`config.mk`:
```
export PLATFORM = sky130hd
export DESIGN_NAME = backscatter_codec
export DESIGN_NICKNAME = d
export VERILOG_FILES = /design/src/rtl/backscatter_pkg.sv /design/src/rtl/backscatter_codec_subcarrier_gen.sv /design/src/rtl/backscatter_codec.sv
export SDC_FILE = /design/constraint.sdc
export NUM_CORES = 1
export LEC_CHECK = 0
export CORE_UTILIZATION = 55
export DETAILED_ROUTE_END_ITERATION = 12
export HOLD_SLACK_MARGIN = 0.15
export PLACE_DENSITY = 0.82
export SLEW_MARGIN = 0
export SYNTH_ARGS = -nofsm -noshare
export SYNTH_HDL_FRONTEND = slang
export SYNTH_SLANG_ARGS = --single-unit
```
`constraint.sdc`:
```
create_clock -name clock -period 2.9 [get_ports clock]
set_input_delay 0.29 -clock clock [delete_from_list [all_inputs] [get_ports clock]]
set_output_delay 0.29 -clock clock [all_outputs]
set_load 0.05 [all_outputs]
```
`src/rtl/backscatter_pkg.sv`:
```
// Shared types and default timing constants for the backscatter codec.
// Holds the controller state encoding and the pulse-width classifier.
package backscatter_pkg;

  typedef enum logic [1:0] {
    RX_IDLE,
    RX_MEAS,
    ARMED,
    TX
  } state_e;

  typedef enum logic [1:0] {
    SYM_0,
    SYM_1,
    SYM_BAD
  } sym_e;

  localparam int unsigned DEF_BIT0_LO  = 400;
  localparam int unsigned DEF_BIT0_HI  = 600;
  localparam int unsigned DEF_BIT1_LO  = 1200;
  localparam int unsigned DEF_BIT1_HI  = 1600;
  localparam int unsigned DEF_TX_START = 448;
  localparam int unsigned DEF_TX_STOP  = 6000;
  localparam int unsigned DEF_SUB_HALF = 25;
  localparam int unsigned DEF_BIT_CYC  = 500;

  // Bounds are inclusive; the width is zero-extended so the compare stays unsigned.
  function automatic sym_e classify(input int unsigned width,
                                    input int unsigned b0_lo, input int unsigned b0_hi,
                                    input int unsigned b1_lo, input int unsigned b1_hi);
    if (width >= b0_lo && width <= b0_hi) return SYM_0;
    if (width >= b1_lo && width <= b1_hi) return SYM_1;
    return SYM_BAD;
  endfunction

endpackage

```
`src/rtl/backscatter_codec_subcarrier_gen.sv`:
```
// Square-wave subcarrier: toggles every SUB_HALF enabled clocks, starting low.
// Phase is held at zero whenever enable is low.
module subcarrier_gen #(
  parameter int unsigned SUB_HALF = 25
) (
  input  logic clock,
  input  logic reset,
  input  logic enable,
  output logic sc
);

  localparam int unsigned    DIV_W    = (SUB_HALF > 1) ? $clog2(SUB_HALF) : 1;
  localparam logic [DIV_W-1:0] DIV_LAST = DIV_W'(SUB_HALF - 1);

  logic [DIV_W-1:0] div_q, div_d;
  logic             sc_q, sc_d;

  always_comb begin
    div_d = div_q;
    sc_d  = sc_q;
    if (!enable) begin
      div_d = '0;
      sc_d  = 1'b0;
    end else if (div_q == DIV_LAST) begin
      div_d = '0;
      sc_d  = ~sc_q;
    end else begin
      div_d = div_q + 1'b1;
    end
  end

  always_ff @(posedge clock or negedge reset) begin
    if (!reset) begin
      div_q <= '0;
      sc_q  <= 1'b0;
    end else begin
      div_q <= div_d;
      sc_q  <= sc_d;
    end
  end

  assign sc = sc_q;

endmodule

```
`src/rtl/backscatter_codec.sv`:
```
// Tag-side codec: classifies downlink pulse widths, matches a header, then
// backscatters an OOK-on-subcarrier payload. Optional: BACKSCATTER_ARM_TIMEOUT_EN.
module backscatter_codec
  import backscatter_pkg::*;
#(
  parameter int unsigned          CNT_W       = 16,
  parameter int unsigned          BIT0_LO     = DEF_BIT0_LO,
  parameter int unsigned          BIT0_HI     = DEF_BIT0_HI,
  parameter int unsigned          BIT1_LO     = DEF_BIT1_LO,
  parameter int unsigned          BIT1_HI     = DEF_BIT1_HI,
  parameter int unsigned          HDR_LEN     = 4,
  parameter logic [HDR_LEN-1:0]   HDR_PATTERN = 4'b1010,
  parameter int unsigned          TX_START    = DEF_TX_START,
  parameter int unsigned          TX_STOP     = DEF_TX_STOP,
  parameter int unsigned          SUB_HALF    = DEF_SUB_HALF,
  parameter int unsigned          BIT_CYC     = DEF_BIT_CYC,
  parameter int unsigned          TX_BITS     = 8,
  parameter int unsigned          ARM_TIMEOUT = 65535
) (
  input  logic               clock,
  input  logic               reset,
  input  logic               trigger_signal,
  input  logic [TX_BITS-1:0] tx_payload,
  output logic               output_signal,
  output logic               send,
  output logic [CNT_W-1:0]   data,
  output logic [4:0]         rx_len,
  output logic               hdr_hit
);

  localparam int unsigned       BIDX_W    = (TX_BITS > 1) ? $clog2(TX_BITS) : 1;
  localparam int unsigned       BTMR_W    = (BIT_CYC > 1) ? $clog2(BIT_CYC) : 1;
  localparam logic [CNT_W-1:0]  START_C   = CNT_W'(TX_START);
  localparam logic [CNT_W-1:0]  STOP_C    = CNT_W'(TX_STOP);
  localparam logic [4:0]        HDR_LEN_C = 5'(HDR_LEN);
  localparam logic [BIDX_W-1:0] BIDX_TOP  = BIDX_W'(TX_BITS - 1);
  localparam logic [BTMR_W-1:0] BTMR_LAST = BTMR_W'(BIT_CYC - 1);

  state_e               state_q, state_d;
  logic [CNT_W-1:0]     cnt_q, cnt_d;
  logic [CNT_W-1:0]     data_q, data_d;
  logic [4:0]           rx_len_q, rx_len_d;
  logic [HDR_LEN-1:0]   shift_q, shift_d;
  logic                 hdr_hit_q, hdr_hit_d;
  logic                 out_q, out_d;
  logic [TX_BITS-1:0]   payload_q, payload_d;
  logic [BIDX_W-1:0]    bit_idx_q, bit_idx_d;
  logic [BTMR_W-1:0]    bit_tmr_q, bit_tmr_d;
  logic                 exhausted_q, exhausted_d;

  sym_e                 sym;
  logic [CNT_W-1:0]     cnt_inc;
  logic                 window;
  logic                 sc;

`ifdef BACKSCATTER_ARM_TIMEOUT_EN
  localparam int unsigned      TMO_W    = (ARM_TIMEOUT > 1) ? $clog2(ARM_TIMEOUT) : 1;
  localparam logic [TMO_W-1:0] TMO_LAST = TMO_W'(ARM_TIMEOUT - 1);
  logic [TMO_W-1:0] tmo_q, tmo_d;
`else
  logic unused_arm_timeout;
  assign unused_arm_timeout = ^ARM_TIMEOUT;
`endif

  assign sym     = classify(32'(cnt_q), BIT0_LO, BIT0_HI, BIT1_LO, BIT1_HI);
  assign cnt_inc = (cnt_q == '1) ? cnt_q : cnt_q + 1'b1;
  assign window  = (state_q == TX) && (cnt_q > START_C) && (cnt_q <= STOP_C);

  subcarrier_gen #(.SUB_HALF(SUB_HALF)) u_subcarrier (
    .clock  (clock),
    .reset  (reset),
    .enable (window),
    .sc     (sc)
  );

  // NOTE: every *_d gets its hold value first so no path through the case infers a latch.
  always_comb begin
    state_d     = state_q;
    cnt_d       = cnt_q;
    data_d      = data_q;
    rx_len_d    = rx_len_q;
    shift_d     = shift_q;
    hdr_hit_d   = 1'b0;
    out_d       = 1'b0;
    payload_d   = payload_q;
    bit_idx_d   = bit_idx_q;
    bit_tmr_d   = bit_tmr_q;
    exhausted_d = exhausted_q;
`ifdef BACKSCATTER_ARM_TIMEOUT_EN
    tmo_d       = '0;
`endif

    unique case (state_q)
      RX_IDLE: begin
        if (trigger_signal) begin
          state_d = RX_MEAS;
          cnt_d   = CNT_W'(1);
        end
      end

      RX_MEAS: begin
        if (trigger_signal) begin
          cnt_d = cnt_inc;
        end else begin
          data_d  = cnt_q;
          state_d = RX_IDLE;
          if (sym == SYM_BAD) begin
            shift_d  = '0;
            rx_len_d = '0;
          end else begin
            shift_d  = (shift_q << 1) | HDR_LEN'(sym == SYM_1);
            rx_len_d = (rx_len_q == 5'd31) ? rx_len_q : rx_len_q + 5'd1;
          end
          // Match on the value that includes the bit just classified.
          if (rx_len_d >= HDR_LEN_C && shift_d == HDR_PATTERN) begin
            hdr_hit_d = 1'b1;
            payload_d = tx_payload;
            state_d   = ARMED;
          end
        end
      end

      ARMED: begin
        if (trigger_signal) begin
          state_d     = TX;
          cnt_d       = CNT_W'(1);
          bit_idx_d   = BIDX_TOP;
          bit_tmr_d   = '0;
          exhausted_d = 1'b0;
        end
`ifdef BACKSCATTER_ARM_TIMEOUT_EN
        else if (tmo_q == TMO_LAST) begin
          state_d  = RX_IDLE;
          rx_len_d = '0;
          shift_d  = '0;
        end else begin
          tmo_d = tmo_q + 1'b1;
        end
`endif
      end

      TX: begin
        if (trigger_signal) begin
          cnt_d = cnt_inc;
          out_d = window && sc && payload_q[bit_idx_q] && !exhausted_q;
          if (window && !exhausted_q) begin
            if (bit_tmr_q == BTMR_LAST) begin
              bit_tmr_d = '0;
              if (bit_idx_q == '0) exhausted_d = 1'b1;
              else                 bit_idx_d   = bit_idx_q - 1'b1;
            end else begin
              bit_tmr_d = bit_tmr_q + 1'b1;
            end
          end
        end else begin
          state_d  = RX_IDLE;
          rx_len_d = '0;
          shift_d  = '0;
        end
      end

      default: state_d = RX_IDLE;
    endcase
  end

  // NOTE: state registers take non-blocking assignments so all flops sample the same edge.
  always_ff @(posedge clock or negedge reset) begin
    if (!reset) begin
      state_q     <= RX_IDLE;
      cnt_q       <= '0;
      data_q      <= '0;
      rx_len_q    <= '0;
      shift_q     <= '0;
      hdr_hit_q   <= 1'b0;
      out_q       <= 1'b0;
      payload_q   <= '0;
      bit_idx_q   <= '0;
      bit_tmr_q   <= '0;
      exhausted_q <= 1'b0;
    end else begin
      state_q     <= state_d;
      cnt_q       <= cnt_d;
      data_q      <= data_d;
      rx_len_q    <= rx_len_d;
      shift_q     <= shift_d;
      hdr_hit_q   <= hdr_hit_d;
      out_q       <= out_d;
      payload_q   <= payload_d;
      bit_idx_q   <= bit_idx_d;
      bit_tmr_q   <= bit_tmr_d;
      exhausted_q <= exhausted_d;
    end
  end

`ifdef BACKSCATTER_ARM_TIMEOUT_EN
  always_ff @(posedge clock or negedge reset) begin
    if (!reset) tmo_q <= '0;
    else        tmo_q <= tmo_d;
  end
`endif

  assign output_signal = out_q;
  assign send          = (state_q == ARMED) || (state_q == TX);
  assign data          = data_q;
  assign rx_len        = rx_len_q;
  assign hdr_hit       = hdr_hit_q;

endmodule

```
==> impl_results.md, run 1 <==
- Status: finished with violations
- Failing checks: design-rule violations
- GRT Total Usage: 24.3%
- Max VDD drop: around 0.43 mV
- Drt first pass iters: 9
- Synth unique cells: between 60 and 70
- Clock sinks: 71
- Max_slew headroom: approximately 57%
- First-pass GRT wire length: approximately 14000 um
- Initial antenna violation count: 0
- Crit. End Element: flop
- Synth Instances: about 360
- Post-route setup TNS: 0 ns
- Yosys warns: 0
- CTS tree: built
- Worst skew pair latency: 0.36 ns
- Slew Limit Fails: 0
- Final net count: roughly 420
- Vias in the first global route: about 2800
- Critical path class: flop to flop
- WP data required: about 3.2 ns
- Unrepaired setup endpoints after global routing: false
- Io pins: 35
- Post-route DRC: 3
- Clock transition at path regs: ~0.08 ns
- Inst Count DP: roughly 460
- Postcts setup bufs: 0
- Fraction of layout cells with a size suffix above 1: ~17%
- Starting Density: 58.3%
- Share of the synthesized area in the top cell type: a little under half
- Post-synth top cells: dfrtp_1 (71), nor2_1 (29), mux2_2 (25), nand2_1 (22), nand3_1 (15)
- Total routed wirelength: between 7000 and 8000 um
- Row count: 29
- Antenna Nets Post-Route: 0
- Capturing point of the worst reg2reg path: u_subcarrier.div_q[2]
- Fmax: about 400 MHz
- DR WL/cell: ~17 um
- Primary FF master, synth: dfrtp_1
- Hold Violations, Final: 0
- Reg2reg start: cnt_q[0]
- RePlAce Congestion: between 0.8 and 0.9
- Number of synthesized flops with an enable pin: 0
- Initial DRC count: approximately 200
- Yosys reg bits: between 70 and 80
- DP Area: between 4000 and 5000 sq um
- Die area: 7220 sq um
- GRT overflow: 0
- Worst-Margin Slew: 0.646 ns
- Register area share after synthesis: around 47%
- Maximum fanout along the worst path: 7
- Chip height: approximately 85 um
- Post-route design area: approximately 4400 sq um
- CP Launch Type: flop
- Routed vias/inst: between 6 and 7
- Avg Synthesized Cell Area: between 10 and 15 sq um
- Vias after detailed routing: just under 3000
- Post-synth net total: approximately 380
- Num CTS Buffers: 9
- Max cap viols: 0
- Core area: 6490 sq um
- Post-Synthesis Cell Area: 3790 sq um
- Die W: roughly 85 um
- Post-synth ARST share: between 90% and 100%
- Power Density: 521 nW/um^2
- Clock Skew: around 0.009 ns
- Post-cts hold buffer count: 1
- Antenna diode count: 0
- Critical Path AT: 2.79 ns
- Leak: 1.90 nW
- Fin cells: 481
- H-tree levels: 3
- Top-count cell post-synth: dfrtp_1
- Reg2Reg Setup Slack: 0.39 ns
- I/O Buffers: 34
- Min Tclk post-route: 2.51 ns
- Layout area overhead: 17.3%
- Period utilization: between 80% and 90%
- Largest net degree at the start of global routing: 27
- # setup viols final: 0
- Root Buffer: clkbuf_8
- Clock Path Buffers: 2
- Resized cells post-CTS: 0
- Top post-synthesis cells by area: dfrtp_1 (47%), mux2_2 (7.4%), nor2_1 (2.9%), ha_1 (2.6%), nand2_1 (2.2%)
- Yosys top cell by area: dfrtp_1
- Hold WC Path Type: primary input to async pin
- R2r worst-path depth: 7
- Dpl hpwl: 5540 um
[worst max-delay path by stage]
stage                              start                     to  slack (ns)  cells after the start
final                           cnt_q[0]  u_subcarrier.div_q[2]        0.39                      7
after global routing            cnt_q[0]           bit_tmr_q[3]        0.22                      7
after CTS                       cnt_q[0]  u_subcarrier.div_q[2]        0.37                      7
after detailed placement  trigger_signal           bit_tmr_q[4]        0.40                      7
after global placement    trigger_signal           bit_idx_q[2]        0.48                      6
after floorplan                 cnt_q[0]           bit_tmr_q[4]        0.59                      8
[power breakdown]
group / switching [mW] / internal [mW] / total (mW)
Clock: 0.394 / 0.661 / 1.05
Sequential: 0.0350 / 1.02 / 1.05
Combinational: 0.128 / 0.0826 / 0.210
Total: 0.556 / 1.76 / 2.32
[metrics by stage]
| step | setup slack, ns | hold WS (ns) | power (mW) | util, % |
|---|---|---|---|---|
| floorplan | 0.589 | -0.00559 | 1.19 | - |
| global placement | 0.478 | 0.319 | 1.27 | 64.1 |
| detailed placement | 0.403 | 0.324 | 1.28 | 64.1 |
| CTS | 0.373 | 0.484 | 2.33 | 68.4 |
| global route | 0.221 | 0.516 | 2.39 | 68.4 |
| finish | 0.393 | 0.463 | 2.32 | 68.4 |
[worst max-delay path, stage by stage (launching register included)]
cell and delay, ns:
dfrtp_1 0.44, inv_1 0.08, ha_1 0.16, or3b_2 0.50, nor4_4 0.33, o22ai_1 0.20
or3b_2 0.54, nor2_1 0.17
[logic make-up after synthesis]
kind of cell / Yosys count / share of synthesized area, %
DFF: 71 / 46.9
and+or+nand+nor: 133 / 19.6
adders and majority gates: 8 / 2.64
xor gates and xnor gates: 11 / 2.54
AOI/OAI and AO/OA: 77 / 14.3
muxes: 29 / 9.15
buffers and inverters: 34 / 4.86
[state kept, by name, indices dropped and copies added (netlist names), named ones only]
name                cells
u_subcarrier.div_q      5
shift_q                 3
state_q                 1
bit_idx_q               3
payload_q               8
bit_tmr_q               9
hdr_hit                 1
u_subcarrier.sc         1
exhausted_q             1
rx_len                  5
output_signal           1
cnt_q                  16
data                   16
[area by class of cell]
class	instances	area, sq um
repair buffers	45	420
flip-flops and latches	71	1780
clock buffers	9	124
multi-input cells	258	1830
well taps	77	96.3
fillers	490	2050
clock inverters	7	145
inverters	14	52.6
[per-layer routing]
metal | up-vias | GRT usage, % | wire length, um
met5 | - | 0 | 0
met4 | 0 | 12.0 | 166
met3 | 15 | 4.47 | 392
met2 | 84 | 37.2 | 3750
met1 | 1438 | 33.6 | 3680
li1 | 1412 | - | -
[layout by cell type, fill, tap and decap left out, types with 4 or more instances in the layout]
cell | netlist | routed
nor4_1 | 4 | 4
nand2_1 | 22 | 22
xnor2_1 | 4 | 4
ha_1 | 8 | 8
o31ai_1 | 9 | 9
nand2b_1 | 5 | 5
buf_4 | 3 | 10
mux2_2 | 25 | 25
or4_1 | 5 | 5
nor2b_1 | 4 | 4
o211ai_1 | 6 | 6
clkbuf_8 | 3 | 9
and2_1 | 4 | 4
dfrtp_1 | 71 | 71
and3_1 | 5 | 5
o2111ai_1 | 5 | 5
nor2_1 | 29 | 28
nor3b_1 | 5 | 5
or3_1 | 5 | 5
inv_1 | 14 | 14
nand4_1 | 6 | 6
nand3_1 | 15 | 15
clkdlybuf4s50_1 | 0 | 33
nor3_1 | 9 | 9
a21oi_1 | 14 | 14
o21ai_0 | 13 | 13
xor2_1 | 7 | 7
a31oi_1 | 4 | 4
bufinv_16 | 0 | 4
(Power assumes the default switching activity.)
==> run 2, diff against run 1 <==
--- a/config.mk
+++ b/config.mk
@@ -5,10 +5,12 @@
 export SDC_FILE = /design/constraint.sdc
 export NUM_CORES = 1
 export LEC_CHECK = 0
-export CORE_UTILIZATION = 55
+export CELL_PAD_IN_SITES_DETAIL_PLACEMENT = 1
+export CELL_PAD_IN_SITES_GLOBAL_PLACEMENT = 2
+export CORE_UTILIZATION = 37
 export DETAILED_ROUTE_END_ITERATION = 12
 export HOLD_SLACK_MARGIN = 0.15
-export PLACE_DENSITY = 0.82
+export PLACE_DENSITY = 0.84
 export SLEW_MARGIN = 0
 export SYNTH_ARGS = -nofsm -noshare
 export SYNTH_HDL_FRONTEND = slang
==> impl_results.md, run 2 (synthesized netlist as in run 1, its figures left out) <==
- Total routed wirelength: 9090 um (was 7990 um)
- Row count: 36 (was 29)
- Power Density: 458 nW/um^2 (was 521 nW/um^2)
- Worst skew pair latency: 0.36 ns (about the same)
- Initial antenna violation count: 0 (unchanged)
- Unrepaired setup endpoints after global routing: false (unchanged)
- Period utilization: 85.9% (was 86.5%)
- # fillers: 1089 (was 490)
- GRT overflow: 0 (unchanged)
- Critical path class: flop to flop (unchanged)
- DR WL/cell: 16.9 um (was 16.6 um)
- Antenna Nets Post-Route: 0 (unchanged)
- Final worst slack: 0.410 ns (was 0.393 ns)
- Worst-Margin Slew: 0.727 ns (was 0.646 ns)
- Die area: 10600 sq um (was 7220 sq um)
- Postcts setup bufs: 0 (unchanged)
- Post-cts hold buffer count: 1 (unchanged)
- Min Tclk post-route: 2.49 ns (was 2.51 ns)
- Max_slew headroom: 51.6% (was 56.7%)
- Power Total: 2.04 mW (was 2.32 mW)
- Starting Density: 38.4% (was 58.3%)
- # setup viols final: 0 (unchanged)
- Resized cells post-CTS: 0 (unchanged)
- Status: completed (was finished with violations)
- Final core utilization: 45.2% (was 68.4%)
- H-tree levels: 3 (unchanged)
- CTS tree: built (unchanged)
- Core area: 9860 sq um (was 6490 sq um)
- Num CTS Buffers: 9 (unchanged)
- Fin cells: 538 (was 481)
- CP Launch Type: flop (unchanged)
- Hold Violations, Final: 0 (unchanged)
- Clock Skew: 0.0102 ns (was 0.00926 ns)
- Slew Limit Fails: 0 (unchanged)
- Vias in the first global route: 3053 (was 2838)
- Post-route setup TNS: 0 ns (unchanged)
- Clock transition at path regs: 0.07 ns (was 0.08 ns)
- Io pins: 35 (unchanged)
- Root Buffer: clkbuf_8 (unchanged)
- Placement Setup Slack: 0.410 ns (was 0.403 ns)
- Most common cell after layout, fill and taps aside: dfrtp_1 (unchanged)
- Max VDD drop: 0.306 mV (was 0.433 mV)
- WP data required: 3.14 ns (was 3.18 ns)
- I/O Buffers: 34 (unchanged)
- Clock Path Buffers: 2 (unchanged)
- Leak: 1.88 nW (was 1.90 nW)
- Hold WC Path Type: flop to flop (was primary input to async pin)
- Die W: 103 um (was 85.0 um)
- Chip height: 103 um (was 85.0 um)
- Fmax: 402 MHz (was 399 MHz)
- Routed vias/inst: 5.50 (was 6.13)
- RePlAce Congestion: 0.820 (was 0.899)
- Vias after detailed routing: 2960 (was 2949)
- Post-route DRC: 0 (was 3)
- Dpl hpwl: 6380 um (was 5540 um)
- Max cap viols: 0 (unchanged)
- Initial DRC count: 110 (was 204)
- Most frequent cells in the layout: dfrtp_1 (71), clkdlybuf4s50_1 (33), nor2_1 (28) (unchanged)
- Critical Path AT: 2.74 ns (was 2.79 ns)
- Largest net degree at the start of global routing: 43 (was 27)
- Crit. End Element: flop (unchanged)
- First-pass GRT wire length: 15500 um (was 13600 um)
- Inst Count DP: 521 (was 464)
- Layout area overhead: 17.8% (was 17.3%)
- Drt first pass iters: 4 (was 9)
- Clock sinks: 71 (unchanged)
- Fraction of layout cells with a size suffix above 1: 16.8% (about the same)
- Final net count: 419 (was 418)
- GRT Total Usage: 19.3% (was 24.3%)
- Maximum fanout along the worst path: 10 (was 7)
- Antenna diode count: 0 (unchanged)
## run 2: cell types whose count changed in the layout (fill, tap and decap cells not counted), sizes merged
| cell | before | now |
|---|---|---|
| bufinv | 4 | 0 |
| clkbuf | 9 | 14 |
| buf | 11 | 12 |
| clkinv | 2 | 1 |
## run 2: metal layers
layer  track usage, %  up-vias  share of wire [%]
li1                 -     1415                  -
met1             25.7     1486                 48
met2             30.4       47                 47
met3             4.91       12                3.0
met4             7.15        0                1.6
met5                0        -                  0
## run 2: worst paths after layout
path | to | cells past startpoint | from | slack, ns
max in group asynchronous | u_subcarrier.div_q[4] | 3 | reset | 1.69
hold reg to reg | shift_q[2] | 2 | shift_q[2] | 0.48
min in group asynchronous | data[14] | 2 | reset | 0.52
setup / recovery | payload_q[3] | 5 | cnt_q[14] | 0.41
setup reg to reg | payload_q[3] | 5 | cnt_q[14] | 0.41
hold / removal | shift_q[2] | 2 | shift_q[2] | 0.48
## run 2: stage by stage
step	instance area [sq um]	hold slack (ns)
2_1_floorplan	3790	-0.00559
3_3_place_gp	4260	0.390
3_5_place_dp	4260	0.391
4_1_cts	4460	0.484
5_1_grt	4460	0.530
6_report	4460	0.480
## run 2: report_power, final
group	internal (mW)	leakage (nW)	switching [mW]
sequential	1.02	0.974	0.0366
clock	0.403	0.0987	0.374
combinational	0.0841	0.806	0.129
## run 2: layout make-up
class	count	area, sq um	area share (%)
clock buffer	14	183	4.10
clock inverter	2	12.5	0.281
inverter	14	52.6	1.18
multi-input combinational	258	1830	41.0
sequential	71	1780	39.8
tap	133	166	3.73
timing repair buffer	46	440	9.87
## run 2: worst max-delay path: stages (launching register included)
cell,delay (ns)
dfrtp_1,0.44
or4_4,0.59
or3_4,0.38
a21oi_4,0.14
o311a_1,0.44
mux2_2,0.39
